[src/rtl/display_scan_ctrl_if.sv]
// Load handshake between the core datapath and the display scan controller.
// The datapath (master) presents a BCD value and decimal-point mask with a one-cycle
// Load strobe; the scan controller (slave) answers with a one-cycle Ack once the value
// is actually on the display.
interface display_scan_ctrl_if;
    logic [15:0] Value;
    logic [3:0]  DPMask;
    logic        Load;
    logic        Ack;

    modport master (output Value, output DPMask, output Load, input Ack);
    modport slave  (input Value, input DPMask, input Load, output Ack);
endinterface

[src/rtl/display_scan_ctrl.sv]
// Time-multiplexed scan controller for a 4-digit 7-segment display.
// Loaded values are double-buffered and adopted only at frame boundaries (counter=0,
// digit 3). Each digit slot starts with BLANK dead cycles; all pins are registered.
// Optional build macro DISPLAY_DIM_EN adds a Dim input that halves the lit time.
module display_scan_ctrl #(
    parameter int unsigned PRESCALE = 64,
    parameter int unsigned BLANK    = 4
) (
    input  logic                HCLK,
    input  logic                HRESET,
    display_scan_ctrl_if.slave  bus,
    input  logic                LZB,
`ifdef DISPLAY_DIM_EN
    input  logic                Dim,
`endif
    output logic                FrameStart,
    output logic [3:0]          nDigit,
    output logic                SegA,
    output logic                SegB,
    output logic                SegC,
    output logic                SegD,
    output logic                SegE,
    output logic                SegF,
    output logic                SegG,
    output logic                DP
);

    localparam int unsigned CntW   = (PRESCALE > 1) ? $clog2(PRESCALE) : 1;
    localparam int unsigned DimEnd = BLANK + (PRESCALE - BLANK) / 2;

    logic [CntW-1:0] cnt_q, cnt_d;
    logic [1:0]      idx_q, idx_d;
    logic [15:0]     hold_val_q, hold_val_d, disp_val_q, disp_val_d;
    logic [3:0]      hold_dp_q, hold_dp_d, disp_dp_q, disp_dp_d;
    logic            pend_q, pend_d;
    logic            ack_q, ack_d;
    logic            fs_q, fs_d;
    logic [3:0]      ndig_q, ndig_d;
    logic [6:0]      seg_q, seg_d;   // {A,B,C,D,E,F,G}
    logic            dp_q, dp_d;

    logic            frame_bnd, adopt, cnt_last, lit, lz_blank;
    logic [3:0]      nib;

    // Segment patterns {A,B,C,D,E,F,G}; non-BCD nibbles show a dash.
    function automatic logic [6:0] seg_decode(input logic [3:0] n);
        logic [6:0] s;
        case (n)
            4'd0:    s = 7'b1111110;
            4'd1:    s = 7'b0110000;
            4'd2:    s = 7'b1101101;
            4'd3:    s = 7'b1111001;
            4'd4:    s = 7'b0110011;
            4'd5:    s = 7'b1011011;
            4'd6:    s = 7'b1011111;
            4'd7:    s = 7'b1110000;
            4'd8:    s = 7'b1111111;
            4'd9:    s = 7'b1111011;
            default: s = 7'b0000001;
        endcase
        return s;
    endfunction

    // Next-state: slot timing, load buffering, and registered pin values.
    always_comb begin
        frame_bnd = (cnt_q == '0) && (idx_q == 2'd3);
        // A Load on the boundary cycle pre-empts adoption of any older pending value.
        adopt     = frame_bnd && pend_q && !bus.Load;
        cnt_last  = (cnt_q == CntW'(PRESCALE - 1));
        cnt_d     = cnt_last ? '0 : cnt_q + CntW'(1);
        idx_d     = cnt_last ? idx_q - 2'd1 : idx_q;

        hold_val_d = hold_val_q;
        hold_dp_d  = hold_dp_q;
        if (bus.Load) begin
            hold_val_d = bus.Value;
            hold_dp_d  = bus.DPMask;
        end
        pend_d = bus.Load || (pend_q && !adopt);

        disp_val_d = disp_val_q;
        disp_dp_d  = disp_dp_q;
        if (adopt) begin
            disp_val_d = hold_val_q;
            disp_dp_d  = hold_dp_q;
        end

        ack_d = adopt;
        fs_d  = frame_bnd;

        lit = (cnt_q >= CntW'(BLANK));
`ifdef DISPLAY_DIM_EN
        if (Dim && (cnt_q >= CntW'(DimEnd))) lit = 1'b0;
`endif
        nib      = disp_val_q[{idx_q, 2'b00} +: 4];
        // Blank a leading zero only if everything from this digit upward is zero and dot-free.
        lz_blank = LZB && (idx_q != 2'd0)
                   && ((disp_val_q >> {idx_q, 2'b00}) == 16'd0)
                   && ((disp_dp_q >> idx_q) == 4'd0);

        ndig_d = 4'hF;
        seg_d  = '0;
        dp_d   = 1'b0;
        if (lit) begin
            ndig_d[idx_q] = 1'b0;
            seg_d         = lz_blank ? 7'd0 : seg_decode(nib);
            dp_d          = disp_dp_q[idx_q];
        end
    end

    // State and output registers with asynchronous reset.
    always_ff @(posedge HCLK or posedge HRESET) begin
        if (HRESET) begin
            cnt_q      <= '0;
            idx_q      <= 2'd3;
            hold_val_q <= '0;
            hold_dp_q  <= '0;
            disp_val_q <= '0;
            disp_dp_q  <= '0;
            pend_q     <= 1'b0;
            ack_q      <= 1'b0;
            fs_q       <= 1'b0;
            ndig_q     <= 4'hF;
            seg_q      <= '0;
            dp_q       <= 1'b0;
        end else begin
            cnt_q      <= cnt_d;
            idx_q      <= idx_d;
            hold_val_q <= hold_val_d;
            hold_dp_q  <= hold_dp_d;
            disp_val_q <= disp_val_d;
            disp_dp_q  <= disp_dp_d;
            pend_q     <= pend_d;
            ack_q      <= ack_d;
            fs_q       <= fs_d;
            ndig_q     <= ndig_d;
            seg_q      <= seg_d;
            dp_q       <= dp_d;
        end
    end

    assign bus.Ack    = ack_q;
    assign FrameStart = fs_q;
    assign nDigit     = ndig_q;
    assign {SegA, SegB, SegC, SegD, SegE, SegF, SegG} = seg_q;
    assign DP         = dp_q;

endmodule

[src/flat_wrapper.sv]
// flat-port wrapper written by rule: the top's interface ports become plain ports
module display_scan_ctrl_flat 
#(
    parameter int unsigned PRESCALE = 64,
    parameter int unsigned BLANK    = 4
)
  (HCLK, HRESET, LZB, FrameStart, nDigit, SegA, SegB, SegC, SegD, SegE, SegF, SegG, DP, bus_Value, bus_DPMask, bus_Load, bus_Ack);
  display_scan_ctrl_if bus_i ();
  input  logic HCLK;
  input  logic HRESET;
  input  logic LZB;
  output logic FrameStart;
  output logic [3:0] nDigit;
  output logic SegA;
  output logic SegB;
  output logic SegC;
  output logic SegD;
  output logic SegE;
  output logic SegF;
  output logic SegG;
  output logic DP;
  input wire logic [$bits(bus_i.Value)-1:0] bus_Value;
  input wire logic [$bits(bus_i.DPMask)-1:0] bus_DPMask;
  input wire logic [$bits(bus_i.Load)-1:0] bus_Load;
  output wire logic [$bits(bus_i.Ack)-1:0] bus_Ack;
  assign bus_i.Value = bus_Value;
  assign bus_i.DPMask = bus_DPMask;
  assign bus_i.Load = bus_Load;
  assign bus_Ack = bus_i.Ack;
  display_scan_ctrl #(.PRESCALE(PRESCALE), .BLANK(BLANK)) u_core (.HCLK(HCLK), .HRESET(HRESET), .bus(bus_i), .LZB(LZB), .FrameStart(FrameStart), .nDigit(nDigit), .SegA(SegA), .SegB(SegB), .SegC(SegC), .SegD(SegD), .SegE(SegE), .SegF(SegF), .SegG(SegG), .DP(DP));
endmodule
[config.mk]
export PLATFORM = sky130hd
export DESIGN_NAME = display_scan_ctrl_flat
export DESIGN_NICKNAME = d
export VERILOG_FILES = /design/src/rtl/display_scan_ctrl_if.sv /design/src/rtl/display_scan_ctrl.sv /design/src/flat_wrapper.sv
export SDC_FILE = /design/constraint.sdc
export NUM_CORES = 1
export LEC_CHECK = 0
export BUFFER_PORTS_ARGS = -buffer_cell sky130_fd_sc_hd__buf_2
export CAP_MARGIN = 20
export CORE_ASPECT_RATIO = 0.5
export CORE_MARGIN = 2
export CORE_UTILIZATION = 49
export DETAILED_ROUTE_END_ITERATION = 12
export PLACE_DENSITY = 0.79
export SYNTH_ARGS = -nofsm -noshare
export SYNTH_HDL_FRONTEND = slang
export SYNTH_SLANG_ARGS = --single-unit
[constraint.sdc]
create_clock -name HCLK -period 3.3 [get_ports HCLK]
set_input_delay 0.495 -clock HCLK [delete_from_list [all_inputs] [get_ports HCLK]]
set_output_delay 0.495 -clock HCLK [all_outputs]
set_load 0.02 [all_outputs]
# After elaboration in Yosys (flattened, before gate mapping)
# Memories as Yosys holds them, arrays and structs flattened.
# Index checks and enable logic that the tools add are counted.
# op_classes
bitwise_logic	1
n_mux	9
reduce_logical	15
n_lt_le_gt_ge	3
n_shift	3
n_addsub	2
n_eq_ne	2
# ops
op	count
$logic_not A16 Y1	1
$shiftx A16 B5 Y4	1
$shr A16 B4 Y16	1
$mux W7	2
$logic_and A1 B1 Y1	8
$add A6 B1 Y6 const B	1
$eq A6 B6 Y1 const B	1
$ge A6 B3 Y1 const B	1
$logic_not A6 Y1	1
$mux W6	1
$logic_not A4 Y1	1
$mux W4	1
$not A4 Y4	1
$shr A4 B2 Y4	1
$lt A2 B3 Y1 const B	1
$mux W1	3
$bmux W1 S2	1
$demux W1 S2	1
$eq A2 B2 Y1 const B	1
$ge A2 B1 Y1 const B	1
$logic_not A1 Y1	2
$reduce_bool A2 Y1	1
$sub A2 B1 Y2 const B	1
$logic_or A1 B1 Y1	1
# totals
mem_bits_ro	112
in_bits	24
mem_count	1
regBits	63
elab_cells	48
output_inout_bits	14
# mem_list
name	words	word_bits	rd	rd_ports_with_merged_regs	write_ports	line	text
(no name shown)	16	7	1	0	0	display_scan_ctrl.sv:48	case (n)

# Longest topological paths before layout
# logic_depth
ltp_word	7
mapped_depth	8
mapped_depth_nobuf	7

# Least setup slack after synthesis
# Ideal clock, no wire load.
# synth_timing
path_kind	reg-to-reg
start	reg u_core.idx_q[0]
end	reg u_core.seg_q[4]
slack_ps	1015
synth_period_minus_slack_ps	2285
arrival_ps	2145
path_stages_with_launch	9
setup_time_ps	139
path_buffers	1
required_ps	3161
cell_sequence	dfstp_2 buf_6 mux4_2 inv_1 ha_1 nor4bb_1 o2111ai_1 o211ai_2 a31oi_1
# synth_between
elab_chain_len	6
elab_cells_between_ends	12
cone_classes	3 x shift; 2 x mux; 6 x reduce/logical; 1 x memory
# synth_rtl
element	line	text
from (decl)	display_scan_ctrl.sv:32	logic [1:0] idx_q, idx_d;
from (signal assigned)	display_scan_ctrl.sv:128	idx_q <= idx_d;
branches (longest 4 deep; another with $mem_v2 Z16 W7)	--	
$mux W7 (*)	display_scan_ctrl.sv:106	seg_d = lz_blank ? 7'd0 : seg_decode(nib);
$mux W7 (*)	display_scan_ctrl.sv:104	if (lit) begin
net u_core.seg_d[4]	display_scan_ctrl.sv:39	logic [6:0] seg_q, seg_d;
to (signal assigned)	display_scan_ctrl.sv:137	seg_q <= seg_d;
to (decl)	display_scan_ctrl.sv:39	
# Mark *: on every way through the listed nets, which the timed path passes.
# A chain may end at the register's enable or synchronous reset.

# Worst setup path in the final report
# Same ends and word-level chain as after synthesis.

==> results_dict.tcl <==
set metrics [dict create \
    slowest_delay_ns 0.70 \
    sum_of_negative_setup_slack_ns 0 \
    detail-route-antenna-nets 0 \
    synth_warnings 0 \
    finalClockSkew_ns 0.00615 \
    tritoncts_num_sinks 63 \
    global_placement_routability_congestion 0.885 \
    finish.net_count 274 \
    most_used_dff_post_synth "sky130_fd_sc_hd__dfrtp_1" \
    cts.root.buffer_cell "sky130_fd_sc_hd__clkbuf_16" \
    final-max-slew-violation-count 0 \
    min_period_over_period 0.802 \
    relSlewSlack 0.649 \
    outcome "finished, final reports clean" \
    synthesized_instance_count 195 \
    via_count_of_the_first_global_routing_pass 1748 \
    num_antenna_cells 0 \
    initialDrtViolationCount 65 \
    yosysTopAreaCell "sky130_fd_sc_hd__dfrtp_1" \
    synthesis.nets 230 \
    cts-hold-fix-buffers 0 \
    drc 0 \
    htree_levels 3 \
    die_y_extent_um 57.6 \
    std_cell_rows 19 \
    critical_path_arrival_ns 2.82 \
    timing.final.crit_period_ns 2.65 \
    ys_ff_latch 63 \
    ioPinCount 38 \
    worst_ir_drop_vdd_uv 281 \
    clock_insertion_delay_worst_skew_ns 0.32 \
    syn-cell-area_mm2 0.00282 \
    total_track_usage 0.177 \
    total_grt_overflow 0 \
    fillerInstances 427 \
    worst_path_max_delay_cell "sky130_fd_sc_hd__dfstp_2" \
    critPathKind "flop to flop" \
    cts_tree "built" \
    post_cts_resize_count 0 \
    syn-mean-instance-area_um2 14.4 \
    port_buffers 37 \
    drt_pre_antenna_iters 4 \
    worstHoldPathType "input port to asynchronous set/reset pin" \
    worst_slew_pin_slew_ns 0.512 \
    synthDominantCellAreaShare 0.507 \
    total_clock_buffers_created_by_cts 9 \
    power.density_cell_area_mw_per_mm2 504 \
    detail_route.wirelength_um 5120 \
    synth-async-reset-ratio 1.00 \
    finalSetupViolCount 0 \
    fp.dieArea_mm2 0.00640 \
    largest_net_degree_at_the_start_of_global_routing 24 \
    detailroute.via_count 1657 \
    fp.dieW_um 111 \
    crit_path_end_kind "flop" \
    worst_ep_required_time_ns 3.47 \
    crit_path_start_kind "flop" \
    grt_first_pass_wirelength_um 8520 \
    max_cap_viol_count 0 \
    initial_utilization 0.510 \
    share_of_post_route_cells_with_drive_strength_above_1 0.463 \
    synth_edf_count 0 \
    netlist_top_cells_area "sky130_fd_sc_hd__dfrtp_1, sky130_fd_sc_hd__mux2_4, sky130_fd_sc_hd__mux2_2" \
    detail_route.wl_per_cell_um 16.1 \
    clock_path_buffers 2 \
    total_leakage_power_nw 1.53 \
    synthDistinctLibCells 35 \
    drt-vias-per-instance 5.23 \
    core_area_mm2 0.00552 \
    critPathMaxFanout 11 \
    final_critical_path_setup_slack_ns 0.654 \
    worst_setup_hold_path_clk_slew_ns 0.05 \
    cp_cell_sequence "mux4_2, inv_1, ha_1, nor4bb_1, o2111ai_1, o211ai_2, a31oi_1" \
    synth_seq_area_share 0.563 \
    max_freq_mhz 378 \
    rsz0062_at_grt "no" \
    timing_hold_violations_final 0 \
    cts.repair_timing.setup_buffer_count 0 \
    place_worst_setup_slack_ns 0.708 \
    grt_antenna_before_repair 0 \
    area_growth_syn_to_layout_pct 17.9 \
    dpl.hpwl_um 3540 \
]
-- cells by family after synthesis --
logic type	count (synthesis)	synth area share
AOI/OAI and AO/OA	21	0.0507
xor gates and xnor gates	4	0.0124
adders and majority gates	11	0.0489
buffers and inverters	17	0.0311
DFF	63	0.563
muxes	48	0.233
and+or+nand+nor	31	0.0613
-- stage by stage --
step / total power, mW / util / std cells / cell area, um2 / hold slack [ns]
global route: 1.74 / 0.602 / 317 / 3320 / 0.200
global placement: 0.885 / 0.556 / 301 / 3060 / 0.471
CTS: 1.69 / 0.602 / 317 / 3320 / 0.172
detailed placement: 0.889 / 0.556 / 301 / 3060 / 0.487
floorplan: 0.861 / - / 195 / 2820 / 0.458
finish: 1.67 / 0.602 / 317 / 3320 / 0.169
-- metal layers --
metal / vias to the layer above / global-route usage / routed length, um
li1: 777 / - / -
met1: 825 / 0.233 / 2470
met2: 45 / 0.271 / 2360
met3: 10 / 0.0563 / 204
met4: 0 / 0.0917 / 77
met5: - / 0 / 0
-- report_power, final --
part / internal [mW] / switching (mW)
sequential: 0.799 / 0.0134
clock: 0.503 / 0.294
combinational: 0.0337 / 0.0292
-- critical path: cells and delay by family (launching register included) --
kind	cells	cell delay, ns
buffers and inverters	1	0.13
multiplexers	1	0.62
flip-flops	1	0.70
AND/OR/NAND/NOR	1	0.27
adder cells (fa/ha/maj)	1	0.19
AO/OA/AOI/OAI	3	0.59
-- flip-flops by register name, indices dropped and copies added (netlist names), 2 cells and up --
signal	flops
u_core.hold_dp_q	4
u_core.disp_val_q	16
u_core.seg_q	7
u_core.nDigit	4
u_core.cnt_q	6
u_core.hold_val_q	16
u_core.idx_q	2
u_core.disp_dp_q	4
-- final timing paths --
kind / startpoint / end / slack, ns / cells after the start
worst max-delay path: u_core.idx_q[0] / u_core.seg_q[4] / 0.65 / 7
worst min-delay path: HRESET / u_core.FrameStart / 0.17 / 2
worst max register to register: u_core.idx_q[0] / u_core.seg_q[4] / 0.65 / 7
worst min register to register: u_core.hold_val_q[6] / u_core.disp_val_q[6] / 0.50 / 1
max in group asynchronous: HRESET / u_core.idx_q[0] / 2.46 / 3
min in group HCLK: bus_Value[14] / u_core.hold_val_q[14] / 0.40 / 2
-- synth_stat cells, types with 3 or more instances --
library cell	instances
sky130_fd_sc_hd__o21ai_0	3
sky130_fd_sc_hd__mux2_2	24
sky130_fd_sc_hd__nor2_1	10
sky130_fd_sc_hd__buf_6	3
sky130_fd_sc_hd__dfrtp_1	57
sky130_fd_sc_hd__mux2_4	19
sky130_fd_sc_hd__dfstp_2	6
sky130_fd_sc_hd__mux4_2	4
sky130_fd_sc_hd__nand2_1	9
sky130_fd_sc_hd__nand3_1	3
sky130_fd_sc_hd__a21oi_1	7
sky130_fd_sc_hd__ha_1	11
sky130_fd_sc_hd__inv_1	10
sky130_fd_sc_hd__clkbuf_1	3
-- layout make-up --
| cell class | instances | area, um2 | area share |
|---|---|---|---|
| well taps | 73 | 91.3 | 0.0275 |
| clock buffers | 13 | 240 | 0.0724 |
| inverters | 10 | 37.5 | 0.0113 |
| clock inverters | 3 | 15.0 | 0.00452 |
| flip-flops and latches | 63 | 1580 | 0.477 |
| multi-input cells | 115 | 1140 | 0.345 |
| repair buffers | 40 | 208 | 0.0626 |
-- placed cells by master (no fill, tap or decap), types with 2 or more instances in the layout --
cell	instances
sky130_fd_sc_hd__nand2_1	9
sky130_fd_sc_hd__a211oi_1	2
sky130_fd_sc_hd__ha_1	11
sky130_fd_sc_hd__o21ai_0	3
sky130_fd_sc_hd__mux2_4	19
sky130_fd_sc_hd__dfrtp_1	57
sky130_fd_sc_hd__clkinv_2	3
sky130_fd_sc_hd__xor2_1	2
sky130_fd_sc_hd__buf_2	37
sky130_fd_sc_hd__a31oi_1	2
sky130_fd_sc_hd__clkbuf_1	4
sky130_fd_sc_hd__mux2_2	24
sky130_fd_sc_hd__clkbuf_16	9
sky130_fd_sc_hd__o32ai_1	2
sky130_fd_sc_hd__dfstp_2	6
sky130_fd_sc_hd__nand3_1	3
sky130_fd_sc_hd__inv_1	9
sky130_fd_sc_hd__a21oi_1	7
sky130_fd_sc_hd__mux4_2	4
sky130_fd_sc_hd__buf_4	3
sky130_fd_sc_hd__nor2_1	10
sky130_fd_sc_hd__xnor2_1	2
Note: power is estimated with default switching activity, not from simulation.
